## src/rtl/mem_wait_bridge_if.sv

```systemverilog
// CPU <-> memory bus bundle for mem_wait_bridge.
// slave = the bridge's view, master = the CPU/memory side driving requests.
interface mem_wait_bridge_if #(
    parameter int IM_AW = 11,
    parameter int DM_AW = 6
);
    logic [31:0]       pc_in;
    logic              dm_req;
    logic              dm_we;
    logic [1:0]        dm_opt_in;
    logic [31:0]       dm_addr_in;
    logic [31:0]       dm_wdata_in;
    logic [IM_AW-1:0]  im_addr;
    logic [DM_AW-1:0]  dm_addr;
    logic              dm_e;
    logic              dm_r;
    logic              dm_w;
    logic [1:0]        dm_opt;
    logic [31:0]       dm_wdata;
    logic              stall;
    logic              fault;
    logic [31:0]       fault_addr;

    modport slave (
        input  pc_in, dm_req, dm_we, dm_opt_in, dm_addr_in, dm_wdata_in,
        output im_addr, dm_addr, dm_e, dm_r, dm_w, dm_opt, dm_wdata,
               stall, fault, fault_addr
    );

    modport master (
        output pc_in, dm_req, dm_we, dm_opt_in, dm_addr_in, dm_wdata_in,
        input  im_addr, dm_addr, dm_e, dm_r, dm_w, dm_opt, dm_wdata,
               stall, fault, fault_addr
    );
endinterface

```

## src/rtl/mem_wait_bridge.sv

```systemverilog
// Memory glue between cpu and imem/dmem: windowed address translation, wait-state stall FSM,
// single-pulse writes and sticky fault capture. MEM_BRIDGE_ALIGN_CHECK_EN adds data alignment faults.
//
// state     | meaning
// S_IDLE    | new access; zero-wait passes straight through, otherwise load cnt and stall
// S_WAIT    | counting down wait states, stall held
// S_RELEASE | final cycle of a waited access, CPU advances at the closing edge
module mem_wait_bridge #(
    parameter logic [31:0] PC_START = 32'h0040_0000,
    parameter logic [31:0] DM_START = 32'h1001_0000,
    parameter int          IM_AW    = 11,
    parameter int          DM_AW    = 6,
    parameter int          IM_WAIT  = 0,
    parameter int          DM_WAIT  = 0
) (
    input  logic               clk_in,
    input  logic               reset,
    mem_wait_bridge_if.slave   bus
);

    if (IM_WAIT < 0 || IM_WAIT > 15 || DM_WAIT < 0 || DM_WAIT > 15) begin : g_wait_range
        $error("mem_wait_bridge: IM_WAIT and DM_WAIT must be within 0..15");
    end

    typedef enum logic [1:0] {
        S_IDLE    = 2'd0,
        S_WAIT    = 2'd1,
        S_RELEASE = 2'd2
    } state_t;

    localparam logic [3:0]  IM_W4   = 4'(IM_WAIT);
    localparam logic [3:0]  DM_W4   = 4'(DM_WAIT);
    localparam logic [32:0] IM_SPAN = 33'd4 << IM_AW;
    localparam logic [32:0] DM_SPAN = 33'd1 << DM_AW;

    state_t       state_q, state_d;
    logic [3:0]   cnt_q, cnt_d;
    logic         fault_q, fault_d;
    logic [31:0]  fault_addr_q, fault_addr_d;

    logic [31:0]  im_off, dm_off;
    logic         im_bad, dm_oow, dm_misalign, dm_bad;
    logic [3:0]   w_eff;
    logic         stall_c, final_c, rd_ok;

    // Unsigned subtraction folds "below base" into the same compare as "past the top".
    assign im_off = bus.pc_in - PC_START;
    assign dm_off = bus.dm_addr_in - DM_START;
    assign im_bad = {1'b0, im_off} >= IM_SPAN;
    assign dm_oow = {1'b0, dm_off} >= DM_SPAN;

`ifdef MEM_BRIDGE_ALIGN_CHECK_EN
    always_comb begin
        dm_misalign = 1'b0;
        case (bus.dm_opt_in)
            2'b01:   dm_misalign = bus.dm_addr_in[0];
            2'b10:   dm_misalign = 1'b0;
            default: dm_misalign = |bus.dm_addr_in[1:0];
        endcase
    end
`else
    assign dm_misalign = 1'b0;
`endif

    assign dm_bad = bus.dm_req & (dm_oow | dm_misalign);
    assign w_eff  = (bus.dm_req && (DM_W4 > IM_W4)) ? DM_W4 : IM_W4;

    always_comb begin
        state_d      = state_q;
        cnt_d        = cnt_q;
        stall_c      = 1'b0;
        final_c      = 1'b0;
        fault_d      = fault_q;
        fault_addr_d = fault_addr_q;
        case (state_q)
            S_IDLE: begin
                if (w_eff == 4'd0) begin
                    final_c = 1'b1;
                end else begin
                    stall_c = 1'b1;
                    cnt_d   = w_eff - 4'd1;
                    state_d = (w_eff > 4'd1) ? S_WAIT : S_RELEASE;
                end
            end
            S_WAIT: begin
                stall_c = 1'b1;
                cnt_d   = cnt_q - 4'd1;
                if (cnt_q == 4'd1) state_d = S_RELEASE;
            end
            S_RELEASE: begin
                final_c = 1'b1;
                state_d = S_IDLE;
            end
            default: state_d = S_IDLE;
        endcase
        // First fault wins; a data fault takes precedence over a fetch fault in the same cycle.
        if (!fault_q && (dm_bad || im_bad)) begin
            fault_d      = 1'b1;
            fault_addr_d = dm_bad ? bus.dm_addr_in : bus.pc_in;
        end
    end

    always_ff @(posedge clk_in) begin
        if (reset) begin
            state_q      <= S_IDLE;
            cnt_q        <= 4'd0;
            fault_q      <= 1'b0;
            fault_addr_q <= 32'd0;
        end else begin
            state_q      <= state_d;
            cnt_q        <= cnt_d;
            fault_q      <= fault_d;
            fault_addr_q <= fault_addr_d;
        end
    end

    // Strobes stay combinational so a zero-wait build behaves exactly like plain glue.
    assign rd_ok          = ~reset & bus.dm_req & ~bus.dm_we & ~dm_bad;
    assign bus.im_addr    = im_off[IM_AW+1:2];
    assign bus.dm_addr    = dm_off[DM_AW-1:0];
    assign bus.dm_e       = rd_ok;
    assign bus.dm_r       = rd_ok;
    assign bus.dm_w       = ~reset & final_c & bus.dm_req & bus.dm_we & ~dm_bad;
    assign bus.dm_opt     = bus.dm_opt_in;
    assign bus.dm_wdata   = bus.dm_wdata_in;
    assign bus.stall      = ~reset & stall_c;
    assign bus.fault      = fault_q;
    assign bus.fault_addr = fault_addr_q;

endmodule

```

## src/flat_wrapper.sv

```systemverilog
// flat-port wrapper written by rule: the top's interface ports become plain ports
module mem_wait_bridge_flat 
#(
    parameter logic [31:0] PC_START = 32'h0040_0000,
    parameter logic [31:0] DM_START = 32'h1001_0000,
    parameter int          IM_AW    = 11,
    parameter int          DM_AW    = 6,
    parameter int          IM_WAIT  = 0,
    parameter int          DM_WAIT  = 0
)
  (clk_in, reset, bus_pc_in, bus_dm_req, bus_dm_we, bus_dm_opt_in, bus_dm_addr_in, bus_dm_wdata_in, bus_im_addr, bus_dm_addr, bus_dm_e, bus_dm_r, bus_dm_w, bus_dm_opt, bus_dm_wdata, bus_stall, bus_fault, bus_fault_addr);
  mem_wait_bridge_if #(.IM_AW(IM_AW), .DM_AW(DM_AW)) bus_i ();
  input  logic clk_in;
  input  logic reset;
  input wire logic [$bits(bus_i.pc_in)-1:0] bus_pc_in;
  input wire logic [$bits(bus_i.dm_req)-1:0] bus_dm_req;
  input wire logic [$bits(bus_i.dm_we)-1:0] bus_dm_we;
  input wire logic [$bits(bus_i.dm_opt_in)-1:0] bus_dm_opt_in;
  input wire logic [$bits(bus_i.dm_addr_in)-1:0] bus_dm_addr_in;
  input wire logic [$bits(bus_i.dm_wdata_in)-1:0] bus_dm_wdata_in;
  output wire logic [$bits(bus_i.im_addr)-1:0] bus_im_addr;
  output wire logic [$bits(bus_i.dm_addr)-1:0] bus_dm_addr;
  output wire logic [$bits(bus_i.dm_e)-1:0] bus_dm_e;
  output wire logic [$bits(bus_i.dm_r)-1:0] bus_dm_r;
  output wire logic [$bits(bus_i.dm_w)-1:0] bus_dm_w;
  output wire logic [$bits(bus_i.dm_opt)-1:0] bus_dm_opt;
  output wire logic [$bits(bus_i.dm_wdata)-1:0] bus_dm_wdata;
  output wire logic [$bits(bus_i.stall)-1:0] bus_stall;
  output wire logic [$bits(bus_i.fault)-1:0] bus_fault;
  output wire logic [$bits(bus_i.fault_addr)-1:0] bus_fault_addr;
  assign bus_i.pc_in = bus_pc_in;
  assign bus_i.dm_req = bus_dm_req;
  assign bus_i.dm_we = bus_dm_we;
  assign bus_i.dm_opt_in = bus_dm_opt_in;
  assign bus_i.dm_addr_in = bus_dm_addr_in;
  assign bus_i.dm_wdata_in = bus_dm_wdata_in;
  assign bus_im_addr = bus_i.im_addr;
  assign bus_dm_addr = bus_i.dm_addr;
  assign bus_dm_e = bus_i.dm_e;
  assign bus_dm_r = bus_i.dm_r;
  assign bus_dm_w = bus_i.dm_w;
  assign bus_dm_opt = bus_i.dm_opt;
  assign bus_dm_wdata = bus_i.dm_wdata;
  assign bus_stall = bus_i.stall;
  assign bus_fault = bus_i.fault;
  assign bus_fault_addr = bus_i.fault_addr;
  mem_wait_bridge #(.PC_START(PC_START), .DM_START(DM_START), .IM_AW(IM_AW), .DM_AW(DM_AW), .IM_WAIT(IM_WAIT), .DM_WAIT(DM_WAIT)) u_core (.clk_in(clk_in), .reset(reset), .bus(bus_i));
endmodule
```

## config.mk

```make
export PLATFORM = sky130hd
export DESIGN_NAME = mem_wait_bridge_flat
export DESIGN_NICKNAME = d
export VERILOG_FILES = /design/src/rtl/mem_wait_bridge_if.sv /design/src/rtl/mem_wait_bridge.sv /design/src/flat_wrapper.sv
export SDC_FILE = /design/constraint.sdc
export NUM_CORES = 1
export LEC_CHECK = 0
export ABC_CLOCK_PERIOD_IN_PS = 3500
export CAP_MARGIN = 20
export CORE_ASPECT_RATIO = 2
export CORE_UTILIZATION = 33
export CTS_CLUSTER_DIAMETER = 120
export DETAILED_ROUTE_END_ITERATION = 7
export HOLD_SLACK_MARGIN = 0.1
export PLACE_DENSITY = 0.87
export SLEW_MARGIN = 20
export SYNTH_ARGS = -nofsm -noshare
export SYNTH_HDL_FRONTEND = slang
export SYNTH_SLANG_ARGS = --single-unit
```

## constraint.sdc

```tcl
create_clock -name clk_in -period 3.5 [get_ports clk_in]
set_input_delay 0.7 -clock clk_in [delete_from_list [all_inputs] [get_ports clk_in]]
set_output_delay 0.7 -clock clk_in [all_outputs]
set_load 0.005 [all_outputs]
```

==> results.py <==
metrics = {
    "flow_run": {
        "maxCapViolCount": 0,
    },
    "power_and_ir_drop": {
        "p_switching_w": 0.0002649,
        "leakage_nw": 1.305,
        "pwr-share-clk": 0.425,
        "p_int_w": 0.0009341,
        "seq_power_share": 0.352,
        "p_per_area_mw_per_mm2": 385.0,
        "vdd_drop_max_uv": 262.7,
        "swShare": 0.2209,
        "p_comb_frac": 0.223,
    },
    "placed_design": {
        "io_buffers": 120,
        "dp_slack_ps": -346.6,
        "hpwlAfterDp_mm": 5.065,
        "placed_area_mm2": 0.002920,
        "place.gp.congestion": 0.7405,
    },
    "timing": {
        "worst_slew_pin_slew_ps": 890.3,
        "rsz0062_at_grt": "false",
        "max_slew_margin": 0.4064,
        "finalSetupViolCount": 0,
        "finalWorstSetupSlack_ps": 113.5,
        "worst_clock_skew_ps": 3.863,
        "tns_ps": 0,
        "fmax_mhz": 295.3,
        "maxSlewViolCount": 0,
        "hold_viol_final": 0,
        "min_period_ps": 3387,
        "post-route-period-util": 0.9676,
        "whs_ps": 505.1,
    },
    "worst_setup_path": {
        "worstPathRequired_ps": 2800,
        "crit_path_end_kind": "output pin",
        "worst-r2r-cell-count": 6,
        "timing.rr.start": "u_core.bus.fault$_SDFFE_PP0P_",
        "critPathBufInv": 3,
        "cp_top_family": "simple AND/OR/NAND/NOR gates",
        "r2r_slack_ps": 1730,
        "crit_chain": "clkdlybuf4s50_1 -> or4_4 -> or4b_4 -> nor3_4 -> buf_4 -> nand2_1 -> nor2_2 -> clkbuf_2",
        "worstPathArrival_ps": 2690,
        "crit_slowest_cell": "or4b_4",
        "rr_endpoint": "u_core.bus.fault_addr[27]$_SDFFE_PP0P_",
        "path_class": "primary input to output pin",
        "max_stage_delay_ps": 510,
        "startpoint": "bus_dm_addr_in[24]",
        "cp-start-kind": "primary input",
        "path_max_fanout": 2,
    },
    "min_path": {
        "holdPathStages": 1,
        "hold_start": "u_core.bus.fault_addr[22]$_SDFFE_PP0P_",
        "hold_end": "u_core.bus.fault_addr[22]$_SDFFE_PP0P_",
        "min_path_type": "flip-flop to flip-flop",
    },
    "detailed_routing": {
        "final_antenna_net_count": 0,
        "wl_mm": 6.576,
        "vias_per_cell": 5.277,
        "vias": 1921,
        "drc": 12,
        "drtIter0Drc": 81,
        "drt-wirelength-per-cell_um": 18.07,
        "drtPass1Iterations": 8,
    },
    "die": {
        "io_pins": 190,
        "die_w_um": 57.30,
        "die_h_um": 112.6,
        "core_mm2": 0.005956,
        "num_rows": 40,
        "die_area_mm2": 0.006451,
        "start_util": 0.3389,
    },
    "cts": {
        "clock_sinks": 33,
        "clk_pin_slew_ps": 50,
        "ctsHoldBuffers": 0,
        "clk_path_buf_depth": 2,
        "clock-root-buffer": "clkbuf_16",
        "insertion_delay_ps": 270,
        "cts_made_buffers": 5,
        "cts_tree": "yes",
        "h-tree-depth": 2,
    },
    "cells_and_area": {
        "syn_to_final_growth_pct": 54.31,
        "post-route-cell-area_mm2": 0.003114,
        "diodes": 0,
        "nNetsFinal": 402,
        "drive_above_1_share": 0.09635,
    },
    "logic_synthesis": {
        "yosysMostFrequentCell": "buf_4",
        "yosys.area.top_type": "dfxtp_1",
        "synth_area_mm2": 0.002018,
        "syn_inst": 228,
        "synth_fp_nets": 330,
        "synth_edf_count": 0,
        "syn_avg_cell_area_um2": 8.852,
        "synth-seq-area-share": 0.3273,
        "synthTopCellsByCount": "buf_4, dfxtp_1, a21oi_1, inv_1, o221a_1",
        "synthFlopType": "dfxtp_1",
        "yosys_warnings": 0,
        "synth_area_leaders": "dfxtp_1, buf_4, o221a_1",
        "synth_top_area_frac": 0.3273,
        "ys_seq_elements": 33,
        "synth_cell_types": 28,
        "synthArstFlopShare": 0,
    },
    "grt": {
        "grt_pass1_vias": 1939,
        "grt_use_total": 0.2034,
        "grt_overflow_total": 0,
        "grt_max_degree": 34,
        "antenna_found_initial": 0,
        "grt_pass1_wl_mm": 9.984,
    },
    "run_status": {
        "status": "finished with violations",
        "violations": "DRC",
    },
}
-- metrics by stage --
stage	util	total power, W	cells
2_1_floorplan	-	0.0005550	228
3_3_place_gp	0.4903	0.0006928	355
3_5_place_dp	0.4903	0.0006967	355
4_1_cts	0.5225	0.001214	364
5_1_grt	0.5229	0.001253	364
6_report	0.5229	0.001199	364
-- what timing repair did --
action / in CTS / in global routing
setup endpoints to repair: 3 / 3
setup buffers: 1 / 0
gates resized for setup: 6 / 8
pin swaps: 2 / 4
-- layout by cell type, fill, tap and decap left out, types with 3 or more instances in the layout --
| master | netlist | layout |
|---|---|---|
| inv_1 | 32 | 32 |
| dlymetal6s2s_1 | 0 | 3 |
| nor2_1 | 5 | 4 |
| nor4_1 | 8 | 8 |
| clkbuf_16 | 0 | 5 |
| buf_4 | 53 | 11 |
| o221a_1 | 31 | 31 |
| clkdlybuf4s50_1 | 0 | 114 |
| dfxtp_1 | 33 | 33 |
| a21oi_1 | 32 | 30 |
-- logic make-up (layout without fill, tap and decap cells) --
kind of cell / Yosys count / after routing / share of synthesized area
buffers and inverters: 99 / 172 / 0.2976
other: 1 / 1 / 0.001858
flip-flops: 33 / 33 / 0.3273
AO/OA/AOI/OAI: 68 / 68 / 0.2715
AND/OR/NAND/NOR: 25 / 25 / 0.09300
XOR/XNOR: 2 / 2 / 0.008681
-- registers in the layout, indices dropped and copies added, names as in the netlist --
signal,count
u_core.bus.fault_addr,32
u_core.bus.fault,1
-- metal layers --
metal,routed length (µm),vias to the layer above,global-route usage,part of all wire
met5,0,-,0,0
met3,401,37,0.03571,0.061
met2,3588,97,0.3796,0.55
met1,2221,887,0.2000,0.34
li1,-,900,-,-
met4,365,0,0.1220,0.056
-- cell type report --
cell class	instances	area, µm²
inverters	32	120.1
repair buffers	132	1300
multi-input cells	96	782.0
clock inverters	1	30.03
well taps	63	78.83
clock buffers	7	142.6
fillers	547	2841
flip-flops and latches	33	660.6
-- how the worst max path moves through the flow --
stage,to,slack [ps],cells past startpoint
floorplan,bus_dm_r,560,6
global placement,bus_dm_e,-300,7
detailed placement,bus_dm_e,-350,7
CTS,bus_dm_e,-100,8
global route,bus_dm_r,30,8
finish,bus_dm_e,110,8
-- power by group through the flow --
| stage | Combinational (W) | Sequential, W | Clock (W) |
|---|---|---|---|
| 6_report | 0.000267 | 0.000422 | 0.000510 |
| 5_1_grt | 0.000287 | 0.000425 | 0.000541 |
| 4_1_cts | 0.000270 | 0.000421 | 0.000523 |
| 3_5_place_dp | 0.000268 | 0.000429 | 0 |
| 3_3_place_gp | 0.000264 | 0.000428 | 0 |
| 2_1_floorplan | 0.000125 | 0.000430 | 0 |
No activity file was read; power rests on OpenSTA's default activity.
